===== src/rtl/ntp_uart_responder.sv =====
// rtl/ntp_uart_responder.sv - NTP server over a UART byte stream: collects a 48-byte request, replies in mode 4
module ntp_uart_responder #(
    parameter int CLK_FRE        = 50,
    parameter int GAP_TIMEOUT_MS = 2,
    parameter int UTC_OFFSET     = 28800,
    parameter int STRATUM        = 1
) (
    input  logic        clk,
    input  logic        reset_n,
    input  logic [31:0] local_time,
    input  logic        time_valid,
    input  logic [7:0]  rx_data,
    input  logic        rx_data_valid,
    output logic        rx_data_ready,
    output logic [7:0]  tx_data,
    output logic        tx_data_valid,
    input  logic        tx_data_ready,
    output logic        busy,
    output logic        served,
    output logic [15:0] req_count,
    output logic [7:0]  rej_count
);
    localparam logic [31:0] GAP_LAST  = 32'(CLK_FRE * 1000 * GAP_TIMEOUT_MS - 1);
    // Unix-local to NTP era 0: remove the zone offset, add 70 years of seconds.
    localparam logic [31:0] SEC_ADJ   = 32'd2208988800 - 32'(UTC_OFFSET);
    localparam logic [7:0]  STRATUM_B = 8'(STRATUM);

    typedef enum logic [1:0] {COLLECT, CHECK, SEND} state_t;

    state_t      state, state_nxt;
    logic [5:0]  rx_idx;
    logic [5:0]  tx_idx;
    logic [5:0]  req_mode;
    logic [7:0]  req_b2;
    logic [7:0]  req_ts [8];
    logic [31:0] ntp_sec;
    logic [31:0] gap_cnt;
    logic [7:0]  reply_byte;
    logic        frame_ok;

    assign rx_data_ready = 1'b1;
    assign frame_ok      = (req_mode[2:0] == 3'd3) && time_valid;

    always_ff @(posedge clk or negedge reset_n) begin
        if (!reset_n) begin
            state <= COLLECT;
        end else begin
            state <= state_nxt;
        end
    end

    always_comb begin
        state_nxt = state;
        case (state)
            COLLECT: if (rx_data_valid && rx_idx == 6'd47) state_nxt = CHECK;
            CHECK:   state_nxt = frame_ok ? SEND : COLLECT;
            SEND:    if (tx_data_ready && tx_idx == 6'd47) state_nxt = COLLECT;
            default: state_nxt = COLLECT;
        endcase
    end

    always_comb begin
        tx_data       = 8'h00;
        tx_data_valid = 1'b0;
        busy          = 1'b0;
        case (state)
            CHECK: busy = 1'b1;
            SEND: begin
                busy          = 1'b1;
                tx_data_valid = 1'b1;
                tx_data       = reply_byte;
            end
            default: ;
        endcase
    end

    always_comb begin
        reply_byte = 8'h00;
        case (tx_idx)
            6'd0:                       reply_byte = {2'b00, req_mode[5:3], 3'd4};
            6'd1:                       reply_byte = STRATUM_B;
            6'd2:                       reply_byte = req_b2;
            6'd3:                       reply_byte = 8'hEC;
            6'd12, 6'd15:               reply_byte = 8'h4C;
            6'd13:                      reply_byte = 8'h4F;
            6'd14:                      reply_byte = 8'h43;
            6'd16, 6'd32, 6'd40:        reply_byte = ntp_sec[31:24];
            6'd17, 6'd33, 6'd41:        reply_byte = ntp_sec[23:16];
            6'd18, 6'd34, 6'd42:        reply_byte = ntp_sec[15:8];
            6'd19, 6'd35, 6'd43:        reply_byte = ntp_sec[7:0];
            6'd24, 6'd25, 6'd26, 6'd27,
            6'd28, 6'd29, 6'd30, 6'd31: reply_byte = req_ts[tx_idx[2:0]];
            default: ;
        endcase
    end

    always_ff @(posedge clk or negedge reset_n) begin
        if (!reset_n) begin
            rx_idx    <= 6'd0;
            tx_idx    <= 6'd0;
            req_mode  <= 6'd0;
            req_b2    <= 8'h00;
            for (int i = 0; i < 8; i++) req_ts[i] <= 8'h00;
            ntp_sec   <= 32'd0;
            gap_cnt   <= 32'd0;
            served    <= 1'b0;
            req_count <= 16'd0;
            rej_count <= 8'd0;
        end else begin
            served <= 1'b0;
            case (state)
                COLLECT: begin
                    // A byte landing on the expiry cycle takes priority over the abort.
                    if (rx_data_valid) begin
                        gap_cnt <= 32'd0;
                        rx_idx  <= (rx_idx == 6'd47) ? 6'd0 : rx_idx + 6'd1;
                        if (rx_idx == 6'd0)  req_mode <= rx_data[5:0];
                        if (rx_idx == 6'd2)  req_b2   <= rx_data;
                        if (rx_idx >= 6'd40) req_ts[rx_idx[2:0]] <= rx_data;
                    end else if (rx_idx != 6'd0) begin
                        if (gap_cnt == GAP_LAST) begin
                            rx_idx    <= 6'd0;
                            gap_cnt   <= 32'd0;
                            rej_count <= rej_count + 8'd1;
                        end else begin
                            gap_cnt <= gap_cnt + 32'd1;
                        end
                    end
                end
                CHECK: begin
                    tx_idx  <= 6'd0;
                    gap_cnt <= 32'd0;
                    if (frame_ok) begin
                        ntp_sec <= local_time + SEC_ADJ;
                    end else begin
                        rej_count <= rej_count + 8'd1;
                    end
                end
                SEND: begin
                    if (tx_data_ready) begin
                        if (tx_idx == 6'd47) begin
                            tx_idx    <= 6'd0;
                            served    <= 1'b1;
                            req_count <= req_count + 16'd1;
                        end else begin
                            tx_idx <= tx_idx + 6'd1;
                        end
                    end
                end
                default: ;
            endcase
        end
    end
endmodule


===== config.mk =====
export PLATFORM = sky130hd
export DESIGN_NAME = ntp_uart_responder
export DESIGN_NICKNAME = d
export VERILOG_FILES = /design/src/rtl/ntp_uart_responder.sv
export SDC_FILE = /design/constraint.sdc
export NUM_CORES = 1
export LEC_CHECK = 0
export ABC_CLOCK_PERIOD_IN_PS = 8910
export BUFFER_PORTS_ARGS = -buffer_cell sky130_fd_sc_hd__clkbuf_2
export CAP_MARGIN = 20
export CORE_MARGIN = 2
export CORE_UTILIZATION = 65
export CTS_CLUSTER_SIZE = 10
export DETAILED_ROUTE_END_ITERATION = 10
export GPL_TIMING_DRIVEN = 0
export PLACE_DENSITY = 0.82
export SYNTH_ARGS = -nofsm -noshare
export SYNTH_HDL_FRONTEND = slang
export SYNTH_SLANG_ARGS = --single-unit

===== constraint.sdc =====
create_clock -name clk -period 8.91 [get_ports clk]
set_input_delay 1.782 -clock clk [delete_from_list [all_inputs] [get_ports clk]]
set_output_delay 1.782 -clock clk [all_outputs]
set_load 0.01 [all_outputs]

; ---- Yosys cells after proc, flatten, opt, wreduce, memory -nomap -nowiden
; Index checks and enable logic that the tools add are counted.
[totals]
register_bits = 181
in_bits = 45
[op_classes]
magnitude_cmp = 4
mux = 33
addsub = 6
bitwise = 2
n_eq_ne = 42
reduce_logical = 29
[ops]
columns = cell, n
row1 = $mux 32, 3
row2 = $pmux 8 s12, 1
row3 = $eq 6x5->1 const B, 12
row4 = $bwmux 64, 1
row5 = $mux 8, 8
row6 = $pmux 32 s2, 1
row7 = $eq 6x6->1 const B, 10
row8 = $mux 6, 6
row9 = $add 32x1->32 const B, 1
row10 = $add 32x32->32 const B, 1
row11 = $eq 32x17->1 const B, 1
row12 = $bmux 8 s3, 1
row13 = $demux 8 s3, 1
row14 = $eq 6x4->1 const B, 4
row15 = $eq 6x2->1 const B, 3
row16 = $add 16x1->16 const B, 1
row17 = $pmux 8 s2, 1
row18 = $reduce_and 3->1, 5
row19 = $ne 2x2->1 const B, 7
row20 = $add 6x1->6 const B, 2
row21 = $logic_not 6->1, 2
row22 = $pmux 6 s2, 1
row23 = $reduce_or 3->1, 4
row24 = $add 8x1->8 const B, 1
row25 = 20 further kinds, 38

; ---- Logic depth before layout (Yosys ltp)
[logic_depth]
word_depth = 6
mapped_depth = 10

; ---- Least setup slack after synthesis
; OpenSTA, ideal clock, no wires.
[synth_timing]
kind = register to output
start = reg tx_idx[1]
end = out tx_data[6]
slack_ns = 4.768
path_stages_with_launch = 9
arrival_time_ns = 2.360
t_required_ns = 7.128
cell_sequence = dfrtp_1 clkbuf_1 clkbuf_1 inv_1 ha_1 nor4_1 o21ai_0 a221oi_1 a31oi_1
[synth_via]
elab_chain_cells = 6
elab_cells_between_ends = 40
[synth_rtl]
columns = item, line
row1 = start: declaration, 32  ; logic [5:0] tx_idx;
row2 = start signal: assignment, 146  ; tx_idx <= tx_idx + 6'd1;
row3 = $not 3->4 (implied by the code), 92  ; 6'd28, 6'd29, 6'd30, 6'd31: reply_byte = req_ts[tx_idx[2:0]];
row4 = $bmux 8 s3, 92
row5 = $mux 8 (implied by the code) (2 in a row), 92
row6 = $pmux 8 s12 (*), 79  ; case (tx_idx)
row7 = $mux 8 (*), 66  ; case (state)
row8 = end: declaration, 15  ; output logic [7:0] tx_data,
; Every way passes the cells marked *; elsewhere a longest branch is shown, timed or not. The select of a mux whose other input is x is not followed.

; ---- Worst setup path after layout
[layout_timing]
start = reg tx_idx[1]
end = out tx_data[3]
; Same word-level chain as after synthesis.

==> reports/metrics.yaml <==
ir_drop_mv: 0.140
clk_pin_slew_ns: 0.07
r2r-start: "state[1]"
setup_ws_ns: 3.21
critPathLaunchType: "register"
holdPathEnd: "rej_count[7]"
ys_async_sr_fraction_pct: 100
rrSetupSlack_ns: 6.18
wl_um: 22100
cts_resized: 0
internal_power_mw: 1.38
drt_iter0_markers: 679
die_w_um: 124
core.rowCount: 43
via_per_inst: 6.30
grt_pass1_vias: 7317
areaGrowthSynthToFinish_pct: 12.7
cts_tree: "yes"
nFillCells: 951
cts_hold_buf: 0
r2r_cells: 10
grt-ovfl-total: 0
ys.flop_type: "dfrtp_1"
synth_common_cells: "181 x dfrtp_1, 108 x nand2_1, 90 x mux2_2, 70 x o21ai_0, 58 x nor2_1"
dieArea_um2: 15400
p_sw_mw: 0.486
ys_top_cells_by_area: "dfrtp_1 48%, mux2_2 11%, nand2_1 4.3%, mux4_2 3.8%, o21ai_0 3.7%"
yosysMostFrequentCell: "dfrtp_1"
wl_per_cell_um: 18.8
synth.distinct_cells: 65
worstPathMaxFanout: 10
hold_depth: 1
synth_top_area_cell: "dfrtp_1"
power.share.clock_pct: 39.6
grt_start_max_net_pins: 117
rsz0062_at_grt: "false"
htreeDepth: 4
postSynthCellCount: 891
insertion_delay_ns: 0.44
switching_share_pct: 26.0
fmax_mhz: 175
outcome: "complete, no violations"
io_buffers: 72
post-route-drc-count: 0
syn_area_per_cell_um2: 10.5
synth_edf_count: 0
power.density_nw_per_um2: 176
synth_warnings: 0
io_pins: 81
drive_gt1_share_pct: 23.9
maxSlewHeadroom_pct: 37.7
gp_congestion: 0.917
min_period_ns: 5.70
synth_nets: 950
finalClockSkew_ns: 0.0101
setup_viol: 0
cts_buffers: 17
power_frac_comb_pct: 12.4
dpl_cell_area_um2: 10000
p_leak_nw: 4.99
dp_slack_ns: 3.87
critPathKind: "reg2out"
root_buffer: "clkbuf_16"
drtPass1Iterations: 5
cts_setup_buffers: 0
nets: 1042
ant_nets: 0
end_kind: "output pin"
worstHoldStart: "rej_count[7]"
grt_first_pass_wirelength_um: 36100
multi_input_area_um2: 4600
worstPathArrival_ns: 3.92
vias: 7407
drv_cap: 0
regArea_um2: 4530
antenna_cells: 0
fin_setup_tns_ns: 0
drv_slew: 0
design_area_um2: 10600
min_path_type: "reg2reg"
pwr-share-seq_pct: 48.0
antenna_found_initial: 0
critPathRequiredTime_ns: 7.13
ys_ff_latch: 181
grtUsageTotal_pct: 29.1
core_um2: 14000
fin_crit_sh_pct: 64.0
clk_path_buf_depth: 2
ys_seq_area_share_pct: 48.2
start_util_pct: 67.2
die-height_um: 124
yosysTopAreaCellShare_pct: 48.2
finalHoldViolCount: 0
r2r_end: "gap_cnt[31]"
dp_hpwl_um: 15500
cts.sinks: 181
syn_area_um2: 9400
worst_pin_slew_ns: 0.933
registers in the layout, indices dropped and copies added (netlist names), 2 cells and up:
signal	count
req_ts	64
gap_cnt	32
ntp_sec	32
req_count	16
rej_count	8
req_b2	8
req_mode	6
rx_idx	6
tx_idx	6
state	2
metrics by stage:
stage	hold slack, ns	util (%)	power (mW)	std cells
finish	0.466	75.7	1.87	1175
detailed placement	0.456	71.6	1.14	1144
global route	0.497	75.7	1.94	1175
floorplan	0.445	-	1.06	891
global placement	0.453	71.4	1.13	1143
CTS	0.469	75.7	1.87	1175
kinds of logic (layout without fill, tap and decap cells):
kind of cell | Yosys count | in the layout | share of synthesized area, %
adder cells (fa/ha/maj) | 14 | 14 | 1.86
AND/OR/NAND/NOR | 313 | 313 | 16.9
XOR/XNOR | 44 | 44 | 4.10
flip-flops | 181 | 181 | 48.2
multiplexers | 107 | 107 | 14.7
buffers and inverters | 61 | 165 | 2.85
AO/OA/AOI/OAI | 170 | 170 | 11.3
other | 1 | 1 | 0.0399
cell type report:
| cell class | count | area share, % |
|---|---|---|
| tap | 180 | 2.13 |
| sequential | 181 | 42.8 |
| clock buffer | 19 | 4.18 |
| multi-input combinational | 649 | 43.4 |
| buffer | 46 | 2.00 |
| timing repair buffer | 73 | 3.75 |
| inverter | 15 | 0.532 |
| clock inverter | 12 | 1.22 |
worst max-delay path: stages (launching register included):
cell      delay, ns
dfrtp_1        0.41
clkbuf_1       0.55
clkbuf_1       0.58
inv_1          0.23
ha_1           0.34
nor4_1         0.58
nor3_1         0.28
nand2_1        0.15
a41oi_1        0.19
clkbuf_2       0.18
layout by cell type, fill, tap and decap left out, types with 4 or more instances in the layout:
cell type / n
a21oi_1: 14
a221oi_1: 5
a22oi_1: 12
a31oi_1: 23
and2_1: 5
and3_1: 20
and4_1: 4
buf_1: 11
buf_2: 10
clkbuf_1: 21
clkbuf_16: 17
clkbuf_2: 71
clkinv_2: 4
dfrtp_1: 181
ha_1: 14
inv_1: 14
mux2_2: 90
mux4_2: 16
nand2_1: 108
nand2b_1: 8
nand3_1: 29
nand4_1: 17
nor2_1: 58
nor2b_1: 12
nor3_1: 17
nor3b_1: 5
nor4_1: 7
o21ai_0: 70
o31ai_1: 19
or3_1: 4
xnor2_1: 23
xor2_1: 21
power groups by stage:
stage	clock network (mW)	logic (mW)	registers, mW
2_1_floorplan	0	0.158	0.900
3_3_place_gp	0	0.219	0.908
3_5_place_dp	0	0.228	0.911
4_1_cts	0.743	0.230	0.896
5_1_grt	0.780	0.258	0.901
6_report	0.740	0.231	0.897
how the worst max path moves through the flow:
stage	startpoint	depth (start not counted)	slack, ns	endpoint
detailed placement	tx_idx[1]	9	3.87	tx_data[6]
floorplan	tx_idx[1]	8	4.77	tx_data[6]
global route	tx_idx[1]	9	3.09	tx_data[6]
finish	tx_idx[1]	9	3.21	tx_data[3]
global placement	reset_n	1	2.80	gap_cnt[25]
CTS	tx_idx[1]	9	3.37	tx_data[6]
layer usage:
| metal | vias to the layer above | global-route usage [%] | wire length, um |
|---|---|---|---|
| met4 | 0 | 12.4 | 694 |
| met1 | 3641 | 39.9 | 9390 |
| met3 | 55 | 5.81 | 1520 |
| met5 | - | 0 | 0 |
| met2 | 298 | 45.6 | 10500 |
| li1 | 3413 | - | - |
(Power assumes the default switching activity.)
